**config.mk**
```make
export PLATFORM = sky130hd
export DESIGN_NAME = cg_ctrl
export DESIGN_NICKNAME = d
export VERILOG_FILES = /design/src/rtl/cg_ctrl.sv
export SDC_FILE = /design/constraint.sdc
export NUM_CORES = 1
export LEC_CHECK = 0
export ABC_CLOCK_PERIOD_IN_PS = 3300
export CAP_MARGIN = 20
export CORE_MARGIN = 4
export CORE_UTILIZATION = 55
export DETAILED_ROUTE_END_ITERATION = 12
export PLACE_DENSITY = 0.84
export SYNTH_ARGS = -nofsm -noshare
export SYNTH_HDL_FRONTEND = slang
export SYNTH_SLANG_ARGS = --single-unit
export TNS_END_PERCENT = 50
```
**constraint.sdc**
```tcl
create_clock -name clkn -period 3.3 [get_ports clkn]
set_input_delay 0.66 -clock clkn [delete_from_list [all_inputs] [get_ports clkn]]
set_output_delay 0.66 -clock clkn [all_outputs]
set_load 0.05 [all_outputs]
```
**src/rtl/cg_ctrl.sv**
```systemverilog
// Clock-enable controller for one CGRA tile: gates the tile clock after a
// programmable idle window and restores it on datapath activity or wake requests.
module cg_ctrl #(
  parameter int unsigned IDLE_W   = 8,
  parameter int unsigned CNT_W    = 32,
  parameter int unsigned CG_DELAY = 2,
  parameter int unsigned WAKE_LAT = 1
) (
  input  logic              clkn,
  input  logic              rstn,
  input  logic              enable,
  input  logic              busy,
  input  logic              wake_req,
  input  logic [IDLE_W-1:0] idle_thresh,
  input  logic              stat_clr,
  output logic              clken,
  output logic              gated,
  output logic              wake_ack,
  output logic [CNT_W-1:0]  gated_cycles
);

  localparam int unsigned DRAIN_W = $clog2(CG_DELAY + 1);
  localparam int unsigned WAKE_W  = $clog2(WAKE_LAT + 1);

  typedef enum logic [1:0] {
    ST_RUN   = 2'd0,
    ST_DRAIN = 2'd1,
    ST_OFF   = 2'd2,
    ST_WAKE  = 2'd3
  } state_e;

  state_e             state_q, state_d;
  logic [IDLE_W-1:0]  idle_cnt_q, idle_cnt_d;
  logic [DRAIN_W-1:0] drain_cnt_q, drain_cnt_d;
  logic [WAKE_W-1:0]  wake_cnt_q, wake_cnt_d;
  logic               clken_q, clken_d;
  logic               gated_q, gated_d;
  logic               wake_ack_q, wake_ack_d;
  logic [CNT_W-1:0]   gcnt_q, gcnt_d;

  logic idle_c;
  logic wake_evt_c;
  logic thresh_hit_c;

  // The threshold is compared live so a lowered value takes effect at once.
  assign idle_c       = enable & ~busy & ~wake_req;
  assign wake_evt_c   = busy | wake_req;
  assign thresh_hit_c = (idle_thresh != '0) &&
                        (idle_cnt_q >= (idle_thresh - IDLE_W'(1)));

  // State and output registers; reset keeps the clock running.
  always_ff @(posedge clkn or negedge rstn) begin
    if (!rstn) begin
      state_q     <= ST_RUN;
      idle_cnt_q  <= '0;
      drain_cnt_q <= '0;
      wake_cnt_q  <= '0;
      clken_q     <= 1'b1;
      gated_q     <= 1'b0;
      wake_ack_q  <= 1'b0;
      gcnt_q      <= '0;
    end else begin
      state_q     <= state_d;
      idle_cnt_q  <= idle_cnt_d;
      drain_cnt_q <= drain_cnt_d;
      wake_cnt_q  <= wake_cnt_d;
      clken_q     <= clken_d;
      gated_q     <= gated_d;
      wake_ack_q  <= wake_ack_d;
      gcnt_q      <= gcnt_d;
    end
  end

  // Next-state, counters and registered-output decode.
  always_comb begin
    state_d     = state_q;
    idle_cnt_d  = idle_cnt_q;
    drain_cnt_d = drain_cnt_q;
    wake_cnt_d  = wake_cnt_q;
    clken_d     = 1'b1;
    gated_d     = 1'b0;
    wake_ack_d  = 1'b0;
    gcnt_d      = gcnt_q;

    if (!enable) begin
      state_d     = ST_RUN;
      idle_cnt_d  = '0;
      drain_cnt_d = '0;
      wake_cnt_d  = '0;
    end else begin
      unique case (state_q)
        ST_RUN: begin
          if (idle_c) begin
            if (thresh_hit_c) begin
              state_d     = ST_DRAIN;
              idle_cnt_d  = '0;
              drain_cnt_d = '0;
            end else if (idle_cnt_q != '1) begin
              idle_cnt_d = idle_cnt_q + IDLE_W'(1);
            end
          end else begin
            idle_cnt_d = '0;
          end
        end
        ST_DRAIN: begin
          // Wait out the gate cell's switch-off delay before claiming OFF.
          if (wake_evt_c) begin
            state_d     = ST_RUN;
            idle_cnt_d  = '0;
            drain_cnt_d = '0;
          end else if (drain_cnt_q == DRAIN_W'(CG_DELAY - 1)) begin
            state_d     = ST_OFF;
            drain_cnt_d = '0;
          end else begin
            drain_cnt_d = drain_cnt_q + DRAIN_W'(1);
          end
        end
        ST_OFF: begin
          if (wake_evt_c) begin
            state_d    = ST_WAKE;
            wake_cnt_d = '0;
          end
        end
        ST_WAKE: begin
          if (wake_cnt_q == WAKE_W'(WAKE_LAT - 1)) begin
            state_d    = ST_RUN;
            idle_cnt_d = '0;
            wake_cnt_d = '0;
          end else begin
            wake_cnt_d = wake_cnt_q + WAKE_W'(1);
          end
        end
        default: begin
          state_d     = ST_RUN;
          idle_cnt_d  = '0;
          drain_cnt_d = '0;
          wake_cnt_d  = '0;
        end
      endcase
    end

    clken_d    = (state_d == ST_RUN) || (state_d == ST_WAKE);
    gated_d    = (state_d == ST_OFF);
    wake_ack_d = (state_d == ST_RUN) && wake_req;

    // Clear beats a same-cycle increment.
    if (stat_clr) begin
      gcnt_d = '0;
    end else if ((state_q == ST_OFF) && (gcnt_q != '1)) begin
      gcnt_d = gcnt_q + CNT_W'(1);
    end
  end

  assign clken        = clken_q;
  assign gated        = gated_q;
  assign wake_ack     = wake_ack_q;
  assign gated_cycles = gcnt_q;

  // A stopped clock must never coexist with an asserted enable.
  a_gated_no_clken : assert property (@(posedge clkn) disable iff (!rstn)
    gated_q |-> !clken_q);

  // OFF is only ever reached through a full drain.
  a_off_via_drain : assert property (@(posedge clkn) disable iff (!rstn)
    $rose(gated_q) |-> ($past(state_q) == ST_DRAIN));

endmodule
```
== Word level (Yosys, flattened, before mapping) ==
Cells that the tools add are included.
Operators by class
  $add $sub $neg: 5
  shifts and indexed selects: 0
  equality and inequality tests: 17
  divide/modulo/power cells: 0
  multiplexer cells: 27
  bitwise logic cells: 5
  $lt $le $gt $ge: 1
  $mul: 0
  reduce and logical (&&, ||, !) cells: 11
Operator list (number)
  32-bit two-way mux: 2
  8-bit two-way mux: 6
  32-bit by 1-bit adder with 32-bit output, second input constant: 1
  32-bit != test, second input constant: 1
  2-bit two-way mux: 12
  8-bit case mux with 3 select lines: 1
  3-bit != test, second input constant: 5
  8-bit by 1-bit adder with 8-bit output, second input constant: 1
  2-bit equality test, second input constant: 4
  8-bit >= comparator: 1
  8-bit != test, second input constant: 1
  2-bit case mux with 4 select lines: 1
  8-bit nonzero test: 1
  8-bit by 1-bit subtractor with 8-bit output, second input constant: 1
  3-bit by 1-bit != test with 1-bit output, second input constant: 2
  5-bit != test, second input constant: 1
  2-bit by 1-bit equality test with 1-bit output, second input constant: 2
  2-bit logical NOT: 2
  4-bit by 1-bit != test with 1-bit output, second input constant: 1
  2-bit case mux with 2 select lines: 1
  4-bit AND reduction: 1
  1-bit logical AND: 3
  1-bit two-way mux: 3
  3-bit AND reduction: 1
  other kinds (9): 11
Storage, ports and cells
  ROM bits: 0
  bits in latches: 0
  output and inout port bits: 35
  bits of input ports: 14
  logic and storage cells: 74
  memories kept: 0
  RAM bits: 0
  register bits: 48

== Depth between registers and ports, before layout ==
  depth in word-level cells: 9
  depth in mapped cells: 13

== Worst setup path before layout ==
OpenSTA, ideal clock, no wires.
  path kind: input-to-reg
  start point: in idle_thresh[2]
  end point: reg wake_ack_q, in the netlist wake_ack
  slack: 0.094 ns
  data arrival time: 3.087 ns
  data required time: 3.181 ns
  stages: 12
  path buffers: 0
  path through: nor4_1 -> and2b_1 -> nand2_1 -> xor2_1 -> ha_1 -> nand2_1 -> o41ai_2 -> nand2_1 -> nor4_1 -> o31ai_1 -> ha_1 -> and2_1
Between the ends
  word-level cells in the longest chain between the ends: 9
  elaborated cells on any way between the ends: 10
  those cells by class: add/sub: 1; order compare: 1; mux: 4; reduce/logical: 4
RTL lines
  start: declaration: RTL line 14  | input logic [IDLE_W-1:0] idle_thresh,
  8-bit by 1-bit subtractor with 8-bit output: RTL line 49  | (idle_cnt_q >= (idle_thresh - IDLE_W'(1)));
  8-bit >= comparator: RTL line 49
  1-bit logical AND (*): RTL line 48  | assign thresh_hit_c = (idle_thresh != '0) &&
  2-bit two-way mux (*): RTL line 94  | if (thresh_hit_c) begin
  2-bit two-way mux (*): RTL line 93  | if (idle_c) begin
  2-bit case mux with 4 select lines (*): RTL line 91  | unique case (state_q)
  2-bit two-way mux (*): RTL line 85  | if (!enable) begin
  2-bit logical NOT (*): RTL line 144  | wake_ack_d = (state_d == ST_RUN) && wake_req;
  1-bit logical AND (*): RTL line 144
  net wake_ack_d: RTL line 38  | logic wake_ack_q, wake_ack_d;
  end signal: assignment: RTL line 69  | wake_ack_q <= wake_ack_d;
  end: declaration: RTL line 38
Mark *: on every way through the listed nets, which the timed path passes. The rest lies on a longest branch.
A chain may end at the register's enable or synchronous reset.

== Final worst setup path ==
  start point: in idle_thresh[5]
  end point: reg wake_ack_q, in the netlist wake_ack
The elaborated chain is that of the path after synthesis.

==> results summary <==
For this design the ratio of total power to cell area is 274 nW/um2. Setup violations remaining at the end of the flow were counted as 0. The clock edge transition at the registers on the reported setup and hold paths came out at about 0.080 ns. In this run the worst setup path begins at idle_thresh[5]. The final cell area excluding filler cells is 3740 um2. For this run, the post-layout net count is 393. The number of placed I/O pins came out at 49.

The endpoint of the worst register-to-register path is idle_cnt_q[7]. In this run the critical register-to-register path is launched from idle_cnt_q[0]. After synthesis, the share of flip-flops with an asynchronous set or reset is 100%. The minimum clock period came out at approximately 3.2 ns. At the pin with the least slew margin, the transition time is 0.649 ns. The root buffer cell chosen for the clock tree is sky130_fd_sc_hd__clkbuf_8. The area added between synthesis and finish came out at 28.4%. Setup slack closes at 0.113 ns. Setup repair after global routing left no endpoint under its margin. For the final database, setup skew stands at around 0.0087 ns.

The repair_antennas step left the layout with diodes totalling 0. The register area share after synthesis is 40.5%. The clock tree from TritonCTS is built. The placeable core region is around 5000 um2. The design internal power came out at ~800 uW. The power share of the sequential group is 56.4%.

The number of cells traversed by the worst register-to-register path is 9. Cells with a size suffix above 1 make up 17.4% of the layout. Across all layers, the routed design uses 2483 vias. The kind of launch point of the worst setup path is a primary input. The largest vdd supply drop came out at 0.287 mV. Of the available clock period, the critical path in the final layout requires between 90% and 100%. Counting the buffers created by CTS gives 5. The count of maximum capacitance violations came out at 0. After detailed routing, the number of vias per cell comes to approximately 5.7. Detailed placement finished with a half-perimeter wire length of approximately 4700 um. The largest driver fanout on the critical path is 2. The chip width is 80.7 um. In this run the worst hold path is classified as in -> async.

The area after detailed placement is 3540 um2. The number of rows in the core area came out at 26. Routability-driven placement finished with a final weighted congestion of 0.873. The endpoint type of the worst setup path is a register. Global routing finished with a remaining overflow of 0. The top-area cell type share of the netlist area came out at 39.6%. The max-slew violation total from the final report came out at 0. The number of enable flip-flop cells after synthesis came out at 0.

The die extent in y is about 80 um. Synthesis produced a netlist whose cell count is about 300. For this run, the detailed router's first-pass iteration total came to 5. The worst max-slew margin expressed relative to the limit came out at 56.7%. The DRC violations left is 0. The cell type contributing the most total cell area after synthesis is sky130_fd_sc_hd__dfrtp_1. The mean instance size in the synthesized netlist came out at about 9.8 um2. The clock sink total came out at 47. The number of warning messages in the yosys log is 0.

In this run the worst setup path terminates at wake_ack. The routed wire length came out at 6530 um. The placement-stage worst setup slack is -0.439 ns. The number of H-tree levels is 2.

The netlist uses 59 different library cells. The global-route wire length before repair is between 10000 and 15000 um. The mapped netlist covers 2910 um2.

The worst reg-to-reg setup slack is 0.85 ns. In the post-synthesis netlist, the biggest area contributors are sky130_fd_sc_hd__dfrtp_1 40%, sky130_fd_sc_hd__xor2_1 8.4%, sky130_fd_sc_hd__nor2_1 5.9%, sky130_fd_sc_hd__ha_1 5.6%, sky130_fd_sc_hd__nand4_1 3.0%. The synthesized design contains 47 register bits.

The number of buffers inserted by port buffering came out at 48. The reported net switching power came out at 239 uW. The required time of the critical path is ~3.5 ns. The count of nets left with antenna violations once routing finished came out at 0. Of the total power, the clock network draws a little over a third. The kind of critical path is in -> reg. The flow ran to the end, and the final reports show no timing, DRC or antenna violations. The largest net degree at the start of global routing is 48.

The upper clock frequency limit came out at roughly 310 MHz. The most used flip-flop cell after synthesis is sky130_fd_sc_hd__dfrtp_1. The number of antenna violations at the first check in global routing is 0. The combinational share of power came out at just under 9%.

The maximum number of buffers from clock root to sink came out at 2. The post-route setup TNS came out at 0 ns. Of the total power, the share spent switching nets is between 20% and 30%. The arrival time at the worst endpoint came out at 3.38 ns. The final-report hold violation count is 0.

In the layout the commonest cells are 46 x sky130_fd_sc_hd__nor2_1, 46 x sky130_fd_sc_hd__dfrtp_1, 44 x sky130_fd_sc_hd__clkdlybuf4s50_1. The number of global-route vias before repair came to 2442. Counting every net in the synthesized netlist gives 323. The per-cell routed wire length came out at 14.9 um. The DRC marker count from the first detailed-route iteration is 125. After clock tree synthesis, the flow added hold-fix buffers numbering 0. The initial core utilization came out at roughly 57%. The static leakage power came out at 0.00162 uW.

Across every metal layer, demand over resource in global routing totals 21.7%. The clock latency of the later-clocked register in the worst-skew pair is 0.30 ns. The area enclosed by the die boundary came out at 6520 um2.
-- state kept, by name, indices dropped and copies added, names as in the netlist --
name and cells:
gated 1, gated_cycles 32, wake_ack 1, idle_cnt_q 8, state_q 2, clken 1
drain_cnt_q 2
-- cell type report --
class / count / area [um2]
multi-input cells: 235 / 1690
clock inverters: 1 / 5.00
well taps: 70 / 87.6
repair buffers: 67 / 638
inverters: 10 / 51.3
flip-flops and latches: 47 / 1180
clock buffers: 7 / 86.3
fillers: 383 / 1370
-- logic make-up after synthesis --
| group | Yosys count | synth area share (%) |
|---|---|---|
| AO/OA/AOI/OAI | 40 | 11.0 |
| XOR/XNOR | 36 | 10.8 |
| adder cells (fa/ha/maj) | 13 | 5.59 |
| buffers and inverters | 14 | 2.88 |
| flip-flops | 47 | 40.5 |
| multiplexers | 1 | 0.344 |
| AND/OR/NAND/NOR | 145 | 28.9 |
-- repair_timing --
| item | 4_1_cts | 5_1_grt |
|---|---|---|
| pin swaps | 1 | 6 |
| gates resized for setup | 3 | 7 |
| hold endpoints to repair | 0 | 0 |
| setup buffers | 1 | 3 |
| endpoints found under the setup margin | 2 | 4 |
-- cells in the mapped netlist (2+ instances only) --
cell type / count
sky130_fd_sc_hd__nor4_1: 2
sky130_fd_sc_hd__xor2_1: 28
sky130_fd_sc_hd__a41oi_1: 2
sky130_fd_sc_hd__inv_1: 9
sky130_fd_sc_hd__and2b_1: 3
sky130_fd_sc_hd__and3_1: 6
sky130_fd_sc_hd__a211oi_1: 4
sky130_fd_sc_hd__and4_4: 3
sky130_fd_sc_hd__and3_2: 2
sky130_fd_sc_hd__nand4_1: 14
sky130_fd_sc_hd__o311ai_1: 2
sky130_fd_sc_hd__ha_1: 13
sky130_fd_sc_hd__a21oi_1: 9
sky130_fd_sc_hd__nand2_2: 4
sky130_fd_sc_hd__nor2_1: 46
sky130_fd_sc_hd__nand4_2: 3
sky130_fd_sc_hd__nand3_2: 5
sky130_fd_sc_hd__dfrtp_1: 46
sky130_fd_sc_hd__nand2b_1: 3
sky130_fd_sc_hd__clkbuf_1: 2
sky130_fd_sc_hd__xnor2_1: 8
sky130_fd_sc_hd__o21ai_0: 5
sky130_fd_sc_hd__nor2b_1: 2
sky130_fd_sc_hd__nor3_1: 3
sky130_fd_sc_hd__nand2_1: 16
sky130_fd_sc_hd__nand3_1: 15
sky130_fd_sc_hd__and4_1: 3
sky130_fd_sc_hd__o21a_1: 4
sky130_fd_sc_hd__and2_1: 3
sky130_fd_sc_hd__and2_2: 2
-- worst min-delay path by stage --
stage,from,end,slack (ns),cells past startpoint
detailed placement,idle_cnt_q[4],idle_cnt_q[4],0.55,2
floorplan,rstn,drain_cnt_q[0],0.36,0
global placement,idle_cnt_q[4],idle_cnt_q[4],0.53,2
CTS,rstn,idle_cnt_q[7],0.56,1
finish,rstn,gated,0.17,1
global route,rstn,gated_cycles[28],0.15,1
-- worst max-delay path, cell delays in order --
cell and delay (ns):
sky130_fd_sc_hd__clkdlybuf4s50_1 0.45, sky130_fd_sc_hd__nor4_2 0.21, sky130_fd_sc_hd__buf_4 0.17, sky130_fd_sc_hd__buf_4 0.09, sky130_fd_sc_hd__nand2_1 0.05, sky130_fd_sc_hd__xor2_1 0.15, sky130_fd_sc_hd__ha_1 0.29, sky130_fd_sc_hd__nand2_2 0.07
sky130_fd_sc_hd__o41ai_4 0.38, sky130_fd_sc_hd__nand2_2 0.13, sky130_fd_sc_hd__nor4_4 0.26, sky130_fd_sc_hd__o31ai_2 0.10, sky130_fd_sc_hd__ha_1 0.21, sky130_fd_sc_hd__and2_1 0.15
-- per-layer routing --
metal | track usage, % | routed length [um] | vias to the layer above
met4 | 5.07 | 69 | 0
met1 | 28.2 | 2890 | 1197
met5 | 0 | 0 | -
met3 | 5.49 | 304 | 10
met2 | 36.4 | 3260 | 73
li1 | - | - | 1203
-- stage by stage --
step	power, uW	hold WS (ns)	util [%]	instances
after floorplan	623	0.364	-	296
after global placement	669	0.533	69.4	424
after detailed placement	672	0.546	69.4	424
after CTS	1030	0.559	71.8	433
after global routing	1080	0.148	73.2	437
final	1030	0.167	73.2	437
-- power groups by stage --
stage                     clock network (uW)  logic [uW]  registers, uW
final                                    357        90.1            578
after CTS                                370        86.7            578
after detailed placement                   0        82.8            589
after floorplan                            0        31.9            592
after global placement                     0        79.9            589
after global routing                     400        98.5            578
Note: power is estimated with default switching activity, not from simulation.
